`src/rtl/pc_seq_if.sv`:
```
// Fetch-side bundle between the PC sequencer and its pipeline: control requests in, PC and status out.
interface pc_seq_if #(
    parameter int XLEN = 32
);
    logic            stall_i;
    logic            redirect_i;
    logic [XLEN-1:0] redirect_pc_i;
    logic            exc_i;
    logic            call_i;
    logic            ret_i;
    logic [XLEN-1:0] pc_o;
    logic            pc_valid_o;
    logic            misalign_o;
    logic            ras_full_o;
    logic            ras_empty_o;

    modport master (
        output stall_i, redirect_i, redirect_pc_i, exc_i, call_i, ret_i,
        input  pc_o, pc_valid_o, misalign_o, ras_full_o, ras_empty_o
    );

    modport slave (
        input  stall_i, redirect_i, redirect_pc_i, exc_i, call_i, ret_i,
        output pc_o, pc_valid_o, misalign_o, ras_full_o, ras_empty_o
    );
endinterface

```
`src/rtl/pc_sequencer.sv`:
```
// Fetch PC sequencer: exception > redirect > stall > RAS return > pc+4.
// The return-address stack is built only when PC_SEQ_RAS_EN is defined.
module pc_sequencer #(
    parameter int              XLEN      = 32,
    parameter logic [XLEN-1:0] RESET_VEC = '0,
    parameter logic [XLEN-1:0] EXC_VEC   = 32'h0000_0080,
    parameter int              RAS_DEPTH = 4
) (
    input  logic     clk_i,
    input  logic     rst_i,
    pc_seq_if.slave  bus
);
    logic [XLEN-1:0] pc_q, pc_d, seq_pc;
    logic            pc_valid_q, pc_valid_d;
    logic            misalign_q, misalign_d;

`ifdef PC_SEQ_RAS_EN
    localparam int PW = $clog2(RAS_DEPTH);
    localparam int CW = PW + 1;

    logic [XLEN-1:0] ras_mem_q [RAS_DEPTH];
    logic [PW-1:0]   ras_wp_q, ras_wp_d, ras_top, ras_waddr;
    logic [CW-1:0]   ras_cnt_q, ras_cnt_d;
    logic            ras_we, ras_empty;
`endif

    always_comb begin
        seq_pc     = pc_q + XLEN'(4);
        pc_d       = pc_q;
        pc_valid_d = 1'b1;
        misalign_d = 1'b0;
`ifdef PC_SEQ_RAS_EN
        ras_wp_d   = ras_wp_q;
        ras_cnt_d  = ras_cnt_q;
        ras_top    = ras_wp_q - PW'(1);
        ras_waddr  = ras_wp_q;
        ras_we     = 1'b0;
        ras_empty  = (ras_cnt_q == '0);
`endif
        // First edge after reset release only raises pc_valid; PC stays at RESET_VEC.
        if (!pc_valid_q) begin
            pc_d = pc_q;
        end else if (bus.exc_i) begin
            pc_d = EXC_VEC;
`ifdef PC_SEQ_RAS_EN
            ras_cnt_d = '0;
            ras_wp_d  = '0;
`endif
        end else if (bus.redirect_i) begin
            pc_d       = {bus.redirect_pc_i[XLEN-1:2], 2'b00};
            misalign_d = |bus.redirect_pc_i[1:0];
        end else if (bus.stall_i) begin
            pc_d = pc_q;
        end else begin
            pc_d = seq_pc;
`ifdef PC_SEQ_RAS_EN
            if (bus.call_i && bus.ret_i && !ras_empty) begin
                // Return and call in one fetch: consume the top and replace it in place.
                pc_d      = ras_mem_q[ras_top];
                ras_we    = 1'b1;
                ras_waddr = ras_top;
            end else if (bus.call_i) begin
                ras_we   = 1'b1;
                ras_wp_d = ras_wp_q + PW'(1);
                if (ras_cnt_q != CW'(RAS_DEPTH)) begin
                    ras_cnt_d = ras_cnt_q + CW'(1);
                end
            end else if (bus.ret_i && !ras_empty) begin
                pc_d      = ras_mem_q[ras_top];
                ras_wp_d  = ras_top;
                ras_cnt_d = ras_cnt_q - CW'(1);
            end
`endif
        end
    end

    always_ff @(posedge clk_i or negedge rst_i) begin
        if (!rst_i) begin
            pc_q       <= RESET_VEC;
            pc_valid_q <= 1'b0;
            misalign_q <= 1'b0;
`ifdef PC_SEQ_RAS_EN
            ras_wp_q   <= '0;
            ras_cnt_q  <= '0;
`endif
        end else begin
            pc_q       <= pc_d;
            pc_valid_q <= pc_valid_d;
            misalign_q <= misalign_d;
`ifdef PC_SEQ_RAS_EN
            ras_wp_q   <= ras_wp_d;
            ras_cnt_q  <= ras_cnt_d;
`endif
        end
    end

`ifdef PC_SEQ_RAS_EN
    // Circular storage: when full, the write pointer lands on the oldest entry.
    always_ff @(posedge clk_i) begin
        if (ras_we) begin
            ras_mem_q[ras_waddr] <= seq_pc;
        end
    end

    assign bus.ras_full_o  = (ras_cnt_q == CW'(RAS_DEPTH));
    assign bus.ras_empty_o = (ras_cnt_q == '0);
`else
    logic unused_ras_in;
    assign unused_ras_in   = ^{bus.call_i, bus.ret_i};
    assign bus.ras_full_o  = 1'b0;
    assign bus.ras_empty_o = 1'b1;
`endif

    assign bus.pc_o       = pc_q;
    assign bus.pc_valid_o = pc_valid_q;
    assign bus.misalign_o = misalign_q;
endmodule

```
`src/flat_wrapper.sv`:
```
// flat-port wrapper written by rule: the top's interface ports become plain ports
module pc_sequencer_flat 
#(
    parameter int              XLEN      = 32,
    parameter logic [XLEN-1:0] RESET_VEC = '0,
    parameter logic [XLEN-1:0] EXC_VEC   = 32'h0000_0080,
    parameter int              RAS_DEPTH = 4
)
  (clk_i, rst_i, bus_stall_i, bus_redirect_i, bus_redirect_pc_i, bus_exc_i, bus_call_i, bus_ret_i, bus_pc_o, bus_pc_valid_o, bus_misalign_o, bus_ras_full_o, bus_ras_empty_o);
  pc_seq_if #(.XLEN(XLEN)) bus_i ();
  input  logic clk_i;
  input  logic rst_i;
  input wire logic [$bits(bus_i.stall_i)-1:0] bus_stall_i;
  input wire logic [$bits(bus_i.redirect_i)-1:0] bus_redirect_i;
  input wire logic [$bits(bus_i.redirect_pc_i)-1:0] bus_redirect_pc_i;
  input wire logic [$bits(bus_i.exc_i)-1:0] bus_exc_i;
  input wire logic [$bits(bus_i.call_i)-1:0] bus_call_i;
  input wire logic [$bits(bus_i.ret_i)-1:0] bus_ret_i;
  output wire logic [$bits(bus_i.pc_o)-1:0] bus_pc_o;
  output wire logic [$bits(bus_i.pc_valid_o)-1:0] bus_pc_valid_o;
  output wire logic [$bits(bus_i.misalign_o)-1:0] bus_misalign_o;
  output wire logic [$bits(bus_i.ras_full_o)-1:0] bus_ras_full_o;
  output wire logic [$bits(bus_i.ras_empty_o)-1:0] bus_ras_empty_o;
  assign bus_i.stall_i = bus_stall_i;
  assign bus_i.redirect_i = bus_redirect_i;
  assign bus_i.redirect_pc_i = bus_redirect_pc_i;
  assign bus_i.exc_i = bus_exc_i;
  assign bus_i.call_i = bus_call_i;
  assign bus_i.ret_i = bus_ret_i;
  assign bus_pc_o = bus_i.pc_o;
  assign bus_pc_valid_o = bus_i.pc_valid_o;
  assign bus_misalign_o = bus_i.misalign_o;
  assign bus_ras_full_o = bus_i.ras_full_o;
  assign bus_ras_empty_o = bus_i.ras_empty_o;
  pc_sequencer #(.XLEN(XLEN), .RESET_VEC(RESET_VEC), .EXC_VEC(EXC_VEC), .RAS_DEPTH(RAS_DEPTH)) u_core (.clk_i(clk_i), .rst_i(rst_i), .bus(bus_i));
endmodule
```
`config.mk`:
```
export PLATFORM = sky130hd
export DESIGN_NAME = pc_sequencer_flat
export DESIGN_NICKNAME = d
export VERILOG_FILES = /design/src/rtl/pc_seq_if.sv /design/src/rtl/pc_sequencer.sv /design/src/flat_wrapper.sv
export SDC_FILE = /design/constraint.sdc
export NUM_CORES = 1
export LEC_CHECK = 0
export BUFFER_PORTS_ARGS = -buffer_cell sky130_fd_sc_hd__buf_2
export CORE_MARGIN = 10
export CORE_UTILIZATION = 50
export CTS_BUF_LIST = sky130_fd_sc_hd__clkbuf_4 sky130_fd_sc_hd__clkbuf_8 sky130_fd_sc_hd__clkbuf_16
export DETAILED_ROUTE_END_ITERATION = 12
export HOLD_SLACK_MARGIN = 0.03
export PLACE_DENSITY = 0.84
export REMOVE_ABC_BUFFERS = 1
export SETUP_SLACK_MARGIN = 0.3
export SYNTH_ARGS = -nofsm -noshare
export SYNTH_HDL_FRONTEND = slang
export SYNTH_SLANG_ARGS = --single-unit
```
`constraint.sdc`:
```
create_clock -name clk_i -period 2.1 [get_ports clk_i]
set_clock_uncertainty 0.2 [all_clocks]
set_input_delay 0.42 -clock clk_i [delete_from_list [all_inputs] [get_ports clk_i]]
set_output_delay 0.42 -clock clk_i [all_outputs]
set_load 0.02 [all_outputs]
```
==> flow_summary.ini <==
[finish]
drive_gt1_frac = 0.468
most-common-layout-cells = 68 x buf_2, 45 x buf_4, 22 x nor2_1
fillers = 254
fin_util = 0.781
layout.cells.most_common = buf_2
syn2layout_area_growth_pct = 50.3
nNetsFinal = 396
diodes = 0
final_area_um2 = 3120

[worst_setup_path]
critical_path_class = reg2reg
cpPeakStageDelay_ns = 0.43
crit_required_ns = 2.06
path_max_fanout = 4
crit_family = simple AND/OR/NAND/NOR gates
r2r_slack_ns = 0.07
startpoint_type = flip-flop
crit_top_cell = o21ai_0
crit_slowest_cell = dfrtp_1
critPathArrivalTime_ns = 1.99
cp-end-kind = flip-flop
worstPathCellList = nand4_4 > buf_12 > nor4_2 > buf_4 > nor2_1 > o21ai_0 > o21ai_0
critPathBufInv = 2

[sta]
layout_min_cycle_time_ns = 2.03
fin_ws_ns = 0.0734
slew_headroom = 0.489
finalCritPeriodShare = 0.965
worst_hold_slack_ns = 0.118
setup_viol = 0
worst_pin_slew_ns = 0.767
slew_viol_final = 0
finalHoldViolCount = 0
rsz0062_at_grt = yes
fmax_mhz = 493

[place]
pre_cts_ws_ns = 0.0954
io_buffer_count = 68
dp_hpwl_um = 4570
gp_congestion = 0.865
place_area_um2 = 2550

[yosys]
synth_top_area_share = 0.385
ys_top_cells_by_area = dfrtp_1 39%, o21ai_0 6.0%, a22oi_1 5.4%
async_flop_share = 1.00
synth-seq-cells = 32
syn_area_per_cell_um2 = 8.55
synth_ff_type = dfrtp_1
netlist_area_um2 = 2080
synth_top_cell_by_area = dfrtp_1
ys_warn_count = 0
netlist_instances = 243
synth-edff-count = 0
yosysSeqAreaShare = 0.385
ys_types = 45

[detailed_routing]
drt-vias-per-instance = 6.36
wl_um = 8280
drcViolationCount = 0
drt_iter0_drc = 303
wl_per_cell_um = 20.3
first_pass_iters = 7
via_count = 2589
ant_nets = 0

[die]
core_area_um2 = 4000
num_rows = 23
ios = 75
initial_core_util = 0.520
dieArea_um2 = 7140
die_h_um = 84.5
dieWidth_um = 84.5

[global_routing]
gr-total-overflow = 0
grt_pass1_vias = 2427
antenna_found_initial = 0
grt_max_degree = 33
grtUsageTotal = 0.202
grt_pass1_wl_um = 12000

[clock_tree]
cts.sinks = 32
cts_max_path_buffers = 2
h-tree-depth = 2
root_buffer = clkbuf_8
cts_buffers = 5
cts_tree = yes
worstSkewPairLatency_ns = 0.31
clkSlewWorstSetupHoldPaths_ns = 0.07

[outcome]
status = finished clean

[power_and_ir_drop]
peakVddDrop_mv = 0.523
p_sw_frac = 0.335
internal_power_mw = 1.12
switchingPower_uw = 564
clock_power_share = 0.329
seqPwrFrac = 0.435
leakage_nw = 1.54
power_mw = 1.68
powerDensity_nw_per_um2 = 538
combPwrFrac = 0.236

[job]
drv_cap = 0

[worst_hold_path]
hold_class = in2reg
## power by group through the flow
stage | Sequential (mW) | Combinational, mW | Clock, mW
after global placement | 0.729 | 0.321 | 0
final | 0.732 | 0.397 | 0.553
after detailed placement | 0.733 | 0.327 | 0
after CTS | 0.726 | 0.371 | 0.533
after floorplan | 0.789 | 0.101 | 0
after global routing | 0.737 | 0.428 | 0.579
## Yosys cell counts (2+ instances only)
cell,number
dfrtp_1,32
o21ai_0,25
nor2_1,24
nand3_1,17
a22oi_1,15
a21oi_1,13
nand2_1,11
o21ai_1,11
nand4_1,9
clkbuf_1,8
inv_1,7
nor4_1,7
xor2_1,7
and3_1,5
buf_4,5
nor3_1,5
a31oi_1,3
a32oi_1,3
buf_2,3
conb_1,2
mux2i_1,2
nand3_2,2
nand4_4,2
nor4_2,2
nor4_4,2
o211ai_1,2
## timing repair
item | in CTS | in global routing
gates cloned | 1 | 0
gates resized for setup | 22 | 24
pin swaps | 10 | 13
buffers inserted | 18 | 15
hold endpoints to repair | 32 | 0
hold buffers | 1 | 0
endpoints found under the setup margin | 17 | 24
## path summary, 6_finish.rpt
kind | startpoint | endpoint | cells after the start
min in group asynchronous | rst_i | u_core.bus.pc_o[20] | 2
min | bus_redirect_pc_i[0] | u_core.bus.misalign_o | 2
max | u_core.bus.pc_o[16] | u_core.bus.pc_o[17] | 7
max in group asynchronous | rst_i | u_core.bus.pc_o[5] | 2
min reg2reg | u_core.bus.pc_o[27] | u_core.bus.pc_o[27] | 2
max reg2reg | u_core.bus.pc_o[16] | u_core.bus.pc_o[17] | 7
## cell type report
class | instances | area (um2) | share of cell area
multi-input combinational | 190 | 1340 | 0.428
sequential | 32 | 817 | 0.262
timing repair buffer | 120 | 782 | 0.250
clock buffer | 8 | 97.6 | 0.0312
tap | 50 | 62.6 | 0.0200
inverter | 7 | 26.3 | 0.00841
## state kept, by name, indices dropped and copies added (netlist names)
register / cells
u_core.bus.misalign_o: 1
u_core.bus.pc_o: 30
u_core.bus.pc_valid_o: 1
## kinds of logic (layout without fill, tap and decap cells)
group | after synthesis | after routing | share of synthesized area
fa+ha+maj | 1 | 1 | 0.00602
compound gates | 78 | 78 | 0.225
simple gates | 95 | 96 | 0.278
mux | 2 | 2 | 0.00963
xor+xnor | 8 | 8 | 0.0337
flops | 32 | 32 | 0.385
other cells | 2 | 5 | 0.00361
buf+inv | 25 | 135 | 0.0596
## layer usage
| metal | share of wire | GRT usage |
|---|---|---|
| met3 | 0.11 | 0.0686 |
| met5 | 0 | 0 |
| met4 | 0.040 | 0.0853 |
| met1 | 0.37 | 0.237 |
| met2 | 0.49 | 0.328 |
## through the flow
step           TNS (ns)  std cells
3_3_place_gp          0        364
4_1_cts               0        392
3_5_place_dp          0        364
5_1_grt        -0.00582        407
6_report              0        407
2_1_floorplan     -4.68        228
(Power assumes the default switching activity.)
